$ cat config.mk
export PLATFORM = sky130hd
export DESIGN_NAME = mult32x32_fast_ctrl_flat
export DESIGN_NICKNAME = d
export VERILOG_FILES = /design/src/rtl/mult32x32_pkg.sv /design/src/rtl/mult32x32_fast_ctrl_if.sv /design/src/rtl/mult32x32_fast_ctrl.sv /design/src/flat_wrapper.sv
export SDC_FILE = /design/constraint.sdc
export NUM_CORES = 1
export LEC_CHECK = 0
export BUFFER_PORTS_ARGS = -buffer_cell sky130_fd_sc_hd__buf_4
export CAP_MARGIN = 10
export CORE_AREA = 5 5 42 44
export CTS_CLUSTER_DIAMETER = 150
export DETAILED_ROUTE_END_ITERATION = 7
export DIE_AREA = 0 0 47 49
export SKIP_CTS_REPAIR_TIMING = 1
export SYNTH_ARGS = -nofsm -noshare
export SYNTH_HDL_FRONTEND = slang
export SYNTH_SLANG_ARGS = --single-unit
$ cat constraint.sdc
create_clock -name clk -period 1.3 [get_ports clk]
set_input_delay 0.26 -clock clk [delete_from_list [all_inputs] [get_ports clk]]
set_output_delay 0.26 -clock clk [all_outputs]
set_load 0.005 [all_outputs]
$ cat src/rtl/mult32x32_pkg.sv
// Shared types and constants for the 32x32 fast multiplier.
// The control FSM and the arithmetic unit both use these.
package mult32x32_pkg;

    typedef enum logic [2:0] {
        IDLE = 3'd0,
        P00  = 3'd1,
        P10  = 3'd2,
        P01  = 3'd3,
        P11  = 3'd4,
        DONE = 3'd5
    } mult_state_t;

    localparam logic [1:0] SHIFT_0  = 2'b00;
    localparam logic [1:0] SHIFT_16 = 2'b01;
    localparam logic [1:0] SHIFT_32 = 2'b10;
    localparam logic       SEL_LSW  = 1'b0;
    localparam logic       SEL_MSW  = 1'b1;

endpackage : mult32x32_pkg

$ cat src/rtl/mult32x32_fast_ctrl_if.sv
// Handshake and datapath-control bundle between the multiplier controller
// and its surroundings (system start/busy/done plus arith unit steering).
interface mult32x32_fast_ctrl_if;

    logic       start;
    logic       a_msw_is_0;
    logic       b_msw_is_0;
    logic       busy;
    logic       done;
    logic       a_sel;
    logic       b_sel;
    logic [1:0] shift_sel;
    logic       upd_prod;
    logic       clr_prod;

    modport master (
        input  start, a_msw_is_0, b_msw_is_0,
        output busy, done, a_sel, b_sel, shift_sel, upd_prod, clr_prod
    );

    modport slave (
        output start, a_msw_is_0, b_msw_is_0,
        input  busy, done, a_sel, b_sel, shift_sel, upd_prod, clr_prod
    );

endinterface : mult32x32_fast_ctrl_if

$ cat src/rtl/mult32x32_fast_ctrl.sv
// Sequencing FSM for the 32x32 fast multiplier: steps through the 16x16
// partial products, skipping those whose operand MSW is zero.
module mult32x32_fast_ctrl
    import mult32x32_pkg::*;
#(
    parameter bit SKIP_EN = 1'b1
) (
    input  logic                  clk,
    input  logic                  reset,
    mult32x32_fast_ctrl_if.master ctrl_if
);

    mult_state_t state_q;
    mult_state_t state_d;
    logic        a0;
    logic        b0;

    assign a0 = SKIP_EN && ctrl_if.a_msw_is_0;
    assign b0 = SKIP_EN && ctrl_if.b_msw_is_0;

    // NOTE: only the state register is reset; all outputs decode from it,
    // so an asynchronous reset clears every control in the same cycle.
    always_ff @(posedge clk or posedge reset) begin
        if (reset) begin
            // NOTE: sequential state uses non-blocking assignment so every
            // flop samples pre-edge values regardless of process order.
            state_q <= IDLE;
        end else begin
            state_q <= state_d;
        end
    end

    always_comb begin
        // NOTE: default assigned first so no path leaves state_d unassigned
        // (which would infer a latch); it also sends illegal codes to IDLE.
        state_d = IDLE;
        unique case (state_q)
            IDLE: state_d = ctrl_if.start ? P00 : IDLE;
            P00: begin
                if (!a0)      state_d = P10;
                else if (!b0) state_d = P01;
                else          state_d = DONE;
            end
            P10:  state_d = !b0 ? P01 : DONE;
            P01:  state_d = !a0 ? P11 : DONE;
            P11:  state_d = DONE;
            DONE: state_d = ctrl_if.start ? P00 : IDLE;
            default: state_d = IDLE;
        endcase
    end

    always_comb begin
        ctrl_if.busy      = 1'b0;
        ctrl_if.done      = 1'b0;
        ctrl_if.a_sel     = SEL_LSW;
        ctrl_if.b_sel     = SEL_LSW;
        ctrl_if.shift_sel = SHIFT_0;
        ctrl_if.upd_prod  = 1'b0;
        ctrl_if.clr_prod  = 1'b0;
        unique case (state_q)
            P00: begin
                ctrl_if.busy     = 1'b1;
                ctrl_if.clr_prod = 1'b1;
            end
            P10: begin
                ctrl_if.busy      = 1'b1;
                ctrl_if.a_sel     = SEL_MSW;
                ctrl_if.shift_sel = SHIFT_16;
                ctrl_if.upd_prod  = 1'b1;
            end
            P01: begin
                ctrl_if.busy      = 1'b1;
                ctrl_if.b_sel     = SEL_MSW;
                ctrl_if.shift_sel = SHIFT_16;
                ctrl_if.upd_prod  = 1'b1;
            end
            P11: begin
                ctrl_if.busy      = 1'b1;
                ctrl_if.a_sel     = SEL_MSW;
                ctrl_if.b_sel     = SEL_MSW;
                ctrl_if.shift_sel = SHIFT_32;
                ctrl_if.upd_prod  = 1'b1;
            end
            DONE: ctrl_if.done = 1'b1;
            default: ;
        endcase
    end

endmodule : mult32x32_fast_ctrl
$ cat src/flat_wrapper.sv
// flat-port wrapper written by rule: the top's interface ports become plain ports
module mult32x32_fast_ctrl_flat import mult32x32_pkg::*;
#(
    parameter bit SKIP_EN = 1'b1
)
  (clk, reset, ctrl_if_start, ctrl_if_a_msw_is_0, ctrl_if_b_msw_is_0, ctrl_if_busy, ctrl_if_done, ctrl_if_a_sel, ctrl_if_b_sel, ctrl_if_shift_sel, ctrl_if_upd_prod, ctrl_if_clr_prod);
  mult32x32_fast_ctrl_if ctrl_if_i ();
  input  logic clk;
  input  logic reset;
  input wire logic [$bits(ctrl_if_i.start)-1:0] ctrl_if_start;
  input wire logic [$bits(ctrl_if_i.a_msw_is_0)-1:0] ctrl_if_a_msw_is_0;
  input wire logic [$bits(ctrl_if_i.b_msw_is_0)-1:0] ctrl_if_b_msw_is_0;
  output wire logic [$bits(ctrl_if_i.busy)-1:0] ctrl_if_busy;
  output wire logic [$bits(ctrl_if_i.done)-1:0] ctrl_if_done;
  output wire logic [$bits(ctrl_if_i.a_sel)-1:0] ctrl_if_a_sel;
  output wire logic [$bits(ctrl_if_i.b_sel)-1:0] ctrl_if_b_sel;
  output wire logic [$bits(ctrl_if_i.shift_sel)-1:0] ctrl_if_shift_sel;
  output wire logic [$bits(ctrl_if_i.upd_prod)-1:0] ctrl_if_upd_prod;
  output wire logic [$bits(ctrl_if_i.clr_prod)-1:0] ctrl_if_clr_prod;
  assign ctrl_if_i.start = ctrl_if_start;
  assign ctrl_if_i.a_msw_is_0 = ctrl_if_a_msw_is_0;
  assign ctrl_if_i.b_msw_is_0 = ctrl_if_b_msw_is_0;
  assign ctrl_if_busy = ctrl_if_i.busy;
  assign ctrl_if_done = ctrl_if_i.done;
  assign ctrl_if_a_sel = ctrl_if_i.a_sel;
  assign ctrl_if_b_sel = ctrl_if_i.b_sel;
  assign ctrl_if_shift_sel = ctrl_if_i.shift_sel;
  assign ctrl_if_upd_prod = ctrl_if_i.upd_prod;
  assign ctrl_if_clr_prod = ctrl_if_i.clr_prod;
  mult32x32_fast_ctrl #(.SKIP_EN(SKIP_EN)) u_core (.clk(clk), .reset(reset), .ctrl_if(ctrl_if_i));
endmodule
Word level (Yosys, flattened, before mapping). Index checks and enable logic that the tools add are counted.

Equality and inequality tests: 5. Reductions and logical operators: 7. Mux-type cells: 12.

Operators with widths (count): 3-bit one-hot mux with 5 select lines (1); 1-bit two-way mux (8); 2-bit OR reduction (4); 3-bit by 2-bit == test with 1-bit output, second input constant (2); 3-bit == test, second input constant (2); 3-bit two-way mux (2); 2-bit one-hot mux with 2 select lines (1); 4-bit OR reduction (1); 3-bit by 1-bit == test with 1-bit output, second input constant (1); 3-bit logical NOT (1); 3-bit OR reduction (1).

Output and inout port bits: 8. Register bits after elaboration: 3. Input port bits: 5. Logic and storage cells: 25.

Depth between registers and ports, before layout.
Word-level depth: 3. Depth in mapped cells: 3. Depth with buffers taken out: 2.

Worst setup path after synthesis. OpenSTA, ideal clock, no wires.

Path type: reg-to-output. From: reg u_core.state_q[1]. To: out ctrl_if_shift_sel[1]. Setup slack: 0.065 ns. Stages on the path, launching flop included: 4. Required time: 1.040 ns. Path buffers: 1. Arrival: 0.975 ns. Path through: dfrtp_1 buf_6 or3b_4 inv_1.

Word-level cells in the longest chain between the ends: 3. Elaborated cells on any way between the ends: 5. Classes of those cells: eq/ne: 3; mux: 1; reduce/logical: 1.

RTL lines: start, declared (line mult32x32_fast_ctrl.sv:13) `mult_state_t state_q;`; start signal, assigned (line mult32x32_fast_ctrl.sv:29) `state_q <= state_d;`; 3-bit by 2-bit == test with 1-bit output (line mult32x32_fast_ctrl.sv:60) `unique case (state_q)`; 2-bit OR reduction (no source line); 2-bit one-hot mux with 2 select lines (*) (line mult32x32_fast_ctrl.sv:60); end, declared (line flat_wrapper.sv:17) `output wire logic [$bits(ctrl_if_i.shift_sel)-1:0] ctrl_if_shift_sel;`.

Every way passes the cells marked *; elsewhere a longest branch is shown, timed or not.

Final worst setup path.
From: reg u_core.state_q[0]. To: out ctrl_if_b_sel.

Word-level cells in the longest chain between the ends: 3. Elaborated cells on any way between the ends: 4. Classes of those cells: eq/ne: 2; mux: 1; reduce/logical: 1.

RTL lines: 3-bit by 2-bit == test with 1-bit output or 3-bit == test (tied branches) (line mult32x32_fast_ctrl.sv:60); 2-bit OR reduction (no source line) (*); 1-bit two-way mux (*) (line mult32x32_fast_ctrl.sv:60); end, declared (line flat_wrapper.sv:16) `output wire logic [$bits(ctrl_if_i.b_sel)-1:0] ctrl_if_b_sel;`.

Marks and branches as above.

==> summary.txt <==
Run status
  – Status: finished with violations
  – Failing checks: setup timing

Layout
  – Share of layout cells above drive strength 1: a little under three fifths
  – Area occupied by multi-input gates: roughly 160 um^2
  – Seq. cell area: 75.1 um^2
  – Largest regs: u_core.state_q x3
  – Filler Cell Count: between 150 and 200
  – Final Non-Filler Cells: 64
  – Number of flip-flops in the largest register: 3
  – P&R area growth vs syn: 63.8%
  – Finished Cell Area: roughly 430 um^2
  – Nets: 54
  – Largest Register: u_core.state_q
  – Final core utilization: a little under a third
  – ANT cells: 0

GRT
  – Largest net degree at the start of global routing: 15
  – Total grt overflow: 0
  – Global-route wire length before repair: ~970 um
  – Vias in the first global route: ~220
  – GR Util met2: under 10%
  – Initial antenna violation count: 0
  – Met3 Track Usage GR: 4.06%
  – Total track usage: 6.06%
  – Met1 usage: approximately 8.6%
  – Busiest grt layer: met1

Die
  – Initial Utilization: 18.8%
  – Site Rows: 14
  – Core area: around 0.0014 mm^2
  – I/O pins: 13
  – Full die area: 0.00230 mm^2
  – Die X-Extent: roughly 47 um
  – Height of the chip: 49 um

Power and ir drop
  – Reg power frac: 14.7%
  – PwrDens: 2690 mW/mm^2
  – Pint: 0.709 mW
  – Clock group share of total power: between 10% and 20%
  – Net Sw Frac: 38.7%
  – Tot Pwr: about 1.2 mW
  – Switch Pwr: 0.448 mW
  – Leakage: 0.207 nW
  – Peak supply drop: 0.000903 V
  – Logic pwr share: 71.3%

Timing
  – Worst slew pin tran: ~0.29 ns
  – Clock Skews: 0.00421 ns
  – Crit share post-route: 114%
  – Setup TNS: -0.692 ns
  – Fmax: 0.677 GHz
  – Final worst slack: -0.177 ns
  – Hold_ws: 0.263 ns
  – Relative slew slack: about four fifths
  – Tmin final: 1.48 ns
  – Final Setup Violations: 7
  – Final Hold Viols: 0
  – Slew Limit Fails: 0
  – Unrepaired setup endpoints after global routing: true

Synth
  – EDFF count, synth: 0
  – Async S/R FF share, synth: 100%
  – Seq cells post-synth: 3
  – Yosys Warn Count: 0
  – Top area cells in the synthesized netlist: dfrtp_1 29%, xnor2_1 10%, o21ai_2 6.7%
  – Syn Inst Count: 30
  – Post-synth top area share: 28.6%
  – List of most frequent post-synthesis cells: 4 x nor2_1, 3 x dfrtp_1, 3 x inv_1, 3 x xnor2_1
  – Cell with the most instances after synthesis: nor2_1
  – Mapped cell area: 263 um^2
  – Distinct cells, synth: 19
  – Synth area leader: dfrtp_1
  – Sequential area share after synthesis: approximately 29%
  – Avg Cell Area, Syn: 8.76 um^2
  – Synthesized Nets: 35
  – Post-synth top flop: dfrtp_1

Setup path
  – R2R Path Start: u_core.state_q[2]
  – Critical Setup Path Class: reg -> out
  – Worst R2R Path Depth: 3
  – Max FO, Critical Path: 4
  – CP endpoint kind: output port
  – Critical path arrival: between 1 and 1.5 ns
  – FF-to-FF setup slack: 0.16 ns
  – Critical Path Source Type: flip-flop
  – WP data required: 1.04 ns
  – FF-to-FF End: u_core.state_q[1]

Worst hold path
  – Worst Hold Launch: ctrl_if_b_msw_is_0
  – Worst min path class: in -> reg
  – Hold Path Stages: 2
  – Worst Hold Endpoint: u_core.state_q[1]

Clock tree
  – Clock Tree Root: clkbuf_4
  – CTS tree: built
  – Clock transition at path regs: 0.03 ns
  – CTS Sinks: 3
  – Worst skew pair latency: 0.23 ns
  – TritonCTS Buffers: 3
  – H-tree Lvls: 1
  – Longest Clk Path Bufs: 2

Detailed routing
  – DRT iter0 DRCs: 2
  – Routed len/inst: 10.7 um
  – Via count: 270
  – ANT nets after route: 0
  – Via density: roughly 4.2
  – Drt total wl: 686 um
  – Number of iterations in the first detailed-routing pass: 2
  – DRC Markers: 0

Run
  – Max-Cap Viols: 0

Place
  – Place WS: 0.0655 ns
  – Placed instance count: 58
  – Placer congestion estimate: 0.710
  – Placed cell area: 372 um^2
  – I/O Buffers: 12
-- how the worst max path moves through the flow --
stage | startpoint | end | slack, ns | depth (start not counted)
floorplan | u_core.state_q[1] | ctrl_if_shift_sel[1] | 0.07 | 3
global placement | u_core.state_q[1] | ctrl_if_b_sel | 0.07 | 3
detailed placement | u_core.state_q[1] | ctrl_if_b_sel | 0.07 | 3
CTS | u_core.state_q[1] | ctrl_if_b_sel | -0.19 | 3
global route | u_core.state_q[0] | ctrl_if_b_sel | -0.24 | 3
finish | u_core.state_q[0] | ctrl_if_b_sel | -0.18 | 3
-- logic make-up after synthesis --
family | after synthesis | share of synthesized area (%)
and+or+nand+nor | 11 | 23.3
muxes | 1 | 3.81
xor gates and xnor gates | 3 | 10.0
DFF | 3 | 28.6
AOI/OAI and AO/OA | 6 | 21.0
buffers and inverters | 6 | 13.3
-- critical path, stage by stage (launching register included) --
cell and delay (ns):
dfrtp_1 0.37, or3b_4 0.43, o21ai_2 0.07, buf_4 0.12
-- cells in the final DEF (no fill, tap or decap), types with 2 or more instances in the layout --
master | synthesis | final
nand2b_1 | 2 | 2
clkbuf_4 | 0 | 3
buf_4 | 1 | 13
inv_1 | 3 | 2
nor2_1 | 4 | 2
dfrtp_1 | 3 | 3
buf_6 | 1 | 2
o21ai_2 | 2 | 2
xnor2_1 | 3 | 3
-- final cells by class --
cell class / count / area share, %
sequential: 3 / 17.4
timing repair buffer: 17 / 31.4
clock buffer: 4 / 6.10
multi-input combinational: 21 / 37.8
tap: 16 / 4.65
inverter: 3 / 2.62
-- metal layers --
metal / up-vias / part of all wire [%]
met1: 118 / 45
met5: - / 0
met4: 0 / 2.5
li1: 140 / -
met3: 2 / 8.5
met2: 10 / 44
-- power groups by stage --
stage               combinational, mW  sequential (mW)  clock, mW
floorplan                       0.477            0.163          0
global placement                0.753            0.162          0
detailed placement              0.757            0.165          0
CTS                             0.758            0.164      0.172
global route                    0.895            0.178      0.187
finish                          0.824            0.170      0.162
No activity file was read; power rests on OpenSTA's default activity.
